--- src/rtl/and8_operand_loader.sv ---
// Packs a valid/ready stream of WIDTH-bit words into eight operand slots (a..h)
// for the 8-input AND reducer; short frames are padded with all-ones.
module and8_operand_loader #(
  parameter int WIDTH = 8
) (
  input  logic             clk,
  input  logic             reset,
  input  logic [WIDTH-1:0] in_data,
  input  logic             in_valid,
  input  logic             in_last,
  output logic             in_ready,
  output logic [WIDTH-1:0] a,
  output logic [WIDTH-1:0] b,
  output logic [WIDTH-1:0] c,
  output logic [WIDTH-1:0] d,
  output logic [WIDTH-1:0] e,
  output logic [WIDTH-1:0] f,
  output logic [WIDTH-1:0] g,
  output logic [WIDTH-1:0] h,
  output logic [3:0]       n_words,
  output logic             out_valid,
  input  logic             out_ready,
  output logic             o_dbg_state
);

  // Handshakes: a beat moves when valid & ready are both high at a rising clk edge.
  // in_ready and out_valid are complementary; the producer may not retract valid.
  typedef enum logic {
    S_FILL = 1'b0,
    S_HOLD = 1'b1
  } state_t;

  state_t           r_state;
  state_t           w_next_state;
  logic [2:0]       r_cnt;
  logic [3:0]       r_n_words;
  logic [WIDTH-1:0] r_slot [8];
  logic             w_accept;
  logic             w_release;
  logic             w_close;

  assign w_accept  = (r_state == S_FILL) && in_valid;
  assign w_release = (r_state == S_HOLD) && out_ready;
  assign w_close   = w_accept && ((r_cnt == 3'd7) || in_last);

  always_comb begin
    w_next_state = r_state;
    case (r_state)
      S_FILL:  if (w_close)   w_next_state = S_HOLD;
      S_HOLD:  if (w_release) w_next_state = S_FILL;
      default: w_next_state = S_FILL;
    endcase
  end

  always_ff @(posedge clk or posedge reset) begin
    if (reset) begin
      r_state <= S_FILL;
    end else begin
      r_state <= w_next_state;
    end
  end

  // All-ones is the AND identity, so unwritten slots never affect the reducer.
  always_ff @(posedge clk or posedge reset) begin
    if (reset) begin
      r_cnt     <= 3'd0;
      r_n_words <= 4'd0;
      for (int i = 0; i < 8; i++) r_slot[i] <= '1;
    end else if (w_accept) begin
      r_slot[r_cnt] <= in_data;
      r_cnt         <= r_cnt + 3'd1;
      r_n_words     <= {1'b0, r_cnt} + 4'd1;
    end else if (w_release) begin
      r_cnt     <= 3'd0;
      r_n_words <= 4'd0;
      for (int i = 0; i < 8; i++) r_slot[i] <= '1;
    end
  end

  assign out_valid   = (r_state == S_HOLD);
  assign in_ready    = ~out_valid;
  assign n_words     = r_n_words;
  assign o_dbg_state = r_state;

  assign a = r_slot[0];
  assign b = r_slot[1];
  assign c = r_slot[2];
  assign d = r_slot[3];
  assign e = r_slot[4];
  assign f = r_slot[5];
  assign g = r_slot[6];
  assign h = r_slot[7];

endmodule

--- config.mk ---
export PLATFORM = sky130hd
export DESIGN_NAME = and8_operand_loader
export DESIGN_NICKNAME = d
export VERILOG_FILES = /design/src/rtl/and8_operand_loader.sv
export SDC_FILE = /design/constraint.sdc
export NUM_CORES = 1
export LEC_CHECK = 0
export CORE_ASPECT_RATIO = 1.2
export CORE_MARGIN = 4
export CORE_UTILIZATION = 41
export DETAILED_ROUTE_END_ITERATION = 10
export PLACE_DENSITY = 0.7
export SETUP_SLACK_MARGIN = 0.15
export SKIP_LAST_GASP = 1
export SYNTH_ARGS = -nofsm -noshare
export SYNTH_HDL_FRONTEND = slang
export SYNTH_SLANG_ARGS = --single-unit
--- constraint.sdc ---
create_clock -name clk -period 3.2 [get_ports clk]
set_clock_uncertainty 0.15 [all_clocks]
set_input_delay 0.8 -clock clk [delete_from_list [all_inputs] [get_ports clk]]
set_output_delay 0.8 -clock clk [all_outputs]
set_load 0.05 [all_outputs]
# == Word-level counts from Yosys, hierarchy flattened ==
# Index checks and enable logic that the tools add are counted.
# word_totals
in_bits,13
output_inout_bits,71
word_cells,36
regBits,72
# classes
eq_ne,1
mux,12
addsub,2
n_reduce_logical,6
magnitude_cmp,2
bitwise_logic,2
# ops
cell,n
$mux 64,2
$bwmux 64,1
$demux 8 s3,1
$mux 4,2
$mux 8,1
$mux 3,2
$add 3x1->4 const B,1
$ge 4x4->1 const B,1
$logic_and 1x1->1,4
$lt 4x1->1 const B,1
$not 3->4,1
$add 3x1->3 const B,1
$eq 3x3->1 const B,1
$mux 1,2
$pmux 1 s2,1
$reduce_bool 2->1,1
$logic_or 1x1->1,1
$not 1->1,1

# == Longest topological paths before layout ==
# depth
depth_word,7
ltp_mapped,5
depth_no_buf,4

# == Least setup slack after synthesis ==
# OpenSTA, ideal clock, no wires.
# synth_timing
path_type,register -> output
from,reg r_state (netlist: o_dbg_state)
to,out in_ready
required_time_ns,2.250
path_buffers,0
stages_incl_launch_ff,2
path_slack_ns,1.141
arrival_time_ns,1.109
path_cell_list,dfrtp_1 -> inv_1
# synth_between
elab_chain_cells,1
# synth_lines
element,line_no,source
"start, declared",33,state_t r_state;
"start signal, assigned",59,r_state <= w_next_state;
$not 1->1,81,assign in_ready = ~out_valid;
"end, declared",11,"output logic in_ready,"
# No other way between the ends.

# == Worst setup path after layout ==
# Ends and elaborated chain as after synthesis.

==> impl_metrics.tcl <==
set metrics [dict create \
    outcome "finished clean" \
    diodes 0 \
    place_hpwl_um 5630 \
    fmax_ghz 0.371 \
    cp_max_fo 10 \
    drive_gt1_frac 0.246 \
    numCtsBuffers 9 \
    crit_path_end_kind "primary output" \
    synth_compound_area_frac 0.168 \
    synth_cell_types 35 \
    rsz0062_at_grt "no" \
    netlist_area_um2 3120 \
    cp.arrival_ps 1740 \
    post-synth-top-area-cell "dfstp_2" \
    p_leak_nw 1.73 \
    regArea_um2 1810 \
    pre_cts_slack_ps 587 \
    post_cts_buffers 0 \
    dpl.cell_count 449 \
    yosys_warnings 0 \
    clk_path_buf_depth 2 \
    drc 0 \
    fin_crit_ps 2690 \
    synthSimpleGateAreaFrac 0.184 \
    period_share 0.842 \
    synthTopCellsByArea "dfstp_2 (54%), a211o_1 (6.7%), o21ai_0 (5.3%)" \
    irDropWorstVdd_mv 0.572 \
    place_congestion 0.840 \
    synthCells 291 \
    clk_latency_ps 330 \
    areaGrowthSynthToFinish_pct 34.1 \
    yosysSeqAreaShare 0.580 \
    ant_nets 0 \
    finalWorstSetupSlack_ps 505 \
    hold_violations 0 \
    grt_pass1_wl_um 13700 \
    yosys_most_used_dff "dfstp_2" \
    synth.area.mux_share 0.00361 \
    synth_edf_count 0 \
    first_pass_iters 5 \
    start_util 0.426 \
    tns_ps 0 \
    antenna_found_initial 0 \
    synth_top_area_share 0.540 \
    synthArstFlopShare 1.00 \
    die_w_um 87.6 \
    first_global_vias 2561 \
    ctsHoldBuffers 0 \
    viasPerCell 5.64 \
    multi_input_area_um2 1130 \
    wl_per_cell_um 18.4 \
    critical_path_class "reg2out" \
    rows 34 \
    synthTopCellsByCount "dfstp_2 (64), o21ai_0 (33), a211o_1 (24)" \
    n_fill_cell 656 \
    io_pins 84 \
    clk_pin_slew_ps 70 \
    ys_ff_latch 69 \
    cts_tree "built" \
    num_vias 2615 \
    numPortBuffers 83 \
    die_h_um 103 \
    synth_xor_area_frac 0 \
    cts-resized-gates 0 \
    fin_cells 464 \
    hold_class "reg2reg" \
    root_buffer "clkbuf_8" \
    die-area_um2 9060 \
    wl_um 8550 \
    synthAdderAreaFrac 0.00803 \
    synth_top_family_by_area "simple AND/OR/NAND/NOR gates" \
    grt_max_degree 41 \
    maxSlewHeadroom 0.512 \
    total_power_mw 4.84 \
    cts_max_level 3 \
    p_per_area_nw_per_um2 1160 \
    slew_violations 0 \
    cts_num_sinks 69 \
    drv_cap 0 \
    drt_iter0_markers 197 \
    fin_nets 385 \
    yosysMostFrequentCell "dfstp_2" \
    grt_overflow_total 0 \
    syn-num-nets 306 \
    required_ps 2250 \
    grt_usage 0.200 \
    finalSetupViolations 0 \
    core_um2 7320 \
    syn_avg_cell_area_um2 10.7 \
    startpoint_type "flop" \
    worst_pin_slew_ps 730 \
]
==> stage by stage <==
stage	hold WS (ps)	cell area, um2	utilization
2_1_floorplan	430	3120	-
3_3_place_gp	323	4020	0.549
3_5_place_dp	328	4020	0.549
4_1_cts	338	4180	0.571
5_1_grt	351	4180	0.571
6_report	332	4180	0.571
==> worst max-delay path, cell delays in order, from the launching register on <==
cell             delay, ps
dfrtp_1                480
inv_1                  120
clkdlybuf4s50_1        810
==> placed cells by master (no fill, tap or decap) <==
cell and count:
nor4_1 5, nor3b_2 1, nand4_1 16, o21a_1 1, or3b_2 1, nor3_4 1
buf_4 9, mux2_2 1, a31oi_1 11, nand2b_1 1, a21oi_1 7, and2_1 1
a22o_1 2, dfrtp_1 5, dfstp_2 64, clkbuf_1 3, nor2b_1 2, nand3_1 23
ha_1 2, inv_2 1, clkinv_2 2, and2b_1 1, inv_1 12, buf_12 1
nand2_1 6, o21ai_0 33, nor2_4 1, clkdlybuf4s50_1 83, nor2_1 14, nor3_1 2
o2bb2ai_1 1, and3b_1 1, o21ai_1 2, a211o_1 24, and3_1 23, clkbuf_8 10
nand3b_1 1
==> sequential cells by signal, indices dropped and copies added (netlist names) <==
name	flops
a	8
b	8
c	8
d	8
e	8
f	8
g	8
h	8
n_words	2
o_dbg_state	1
r_cnt	2
==> area by class of cell <==
cell class | count | area share
tap | 90 | 0.0270
clock buffer | 13 | 0.0356
inverter | 13 | 0.0117
multi-input combinational | 184 | 0.271
timing repair buffer | 93 | 0.220
clock inverter | 2 | 0.00240
sequential | 69 | 0.432
==> metal layers <==
layer  part of all wire  global-route usage  vias up
met2               0.49               0.310       81
met4              0.020              0.0826        0
met3              0.045              0.0269       14
li1                   -                   -     1222
met5                  0                   0        -
met1               0.44               0.282     1298
==> final timing paths <==
path / start / to / slack, ps / cells past startpoint
worst max-delay path: o_dbg_state / in_ready / 510 / 2
worst min-delay path: a[4] / a[4] / 330 / 2
worst max register to register: r_cnt[1] / f[2] / 1140 / 4
worst min register to register: a[4] / a[4] / 330 / 2
max in group asynchronous: reset / e[3] / 1500 / 3
min in group asynchronous: reset / r_cnt[0] / 720 / 2
==> logic make-up (layout without fill, tap and decap cells) <==
group	Yosys count	in the layout
DFF	69	69
muxes	1	1
AOI/OAI and AO/OA	81	81
adders and majority gates	2	2
and+or+nand+nor	100	100
buffers and inverters	38	121
==> power by group <==
group	internal (mW)	switching, mW
logic	0.842	1.78
registers	1.42	0.205
clock network	0.297	0.299
No activity file was read; power rests on OpenSTA's default activity.
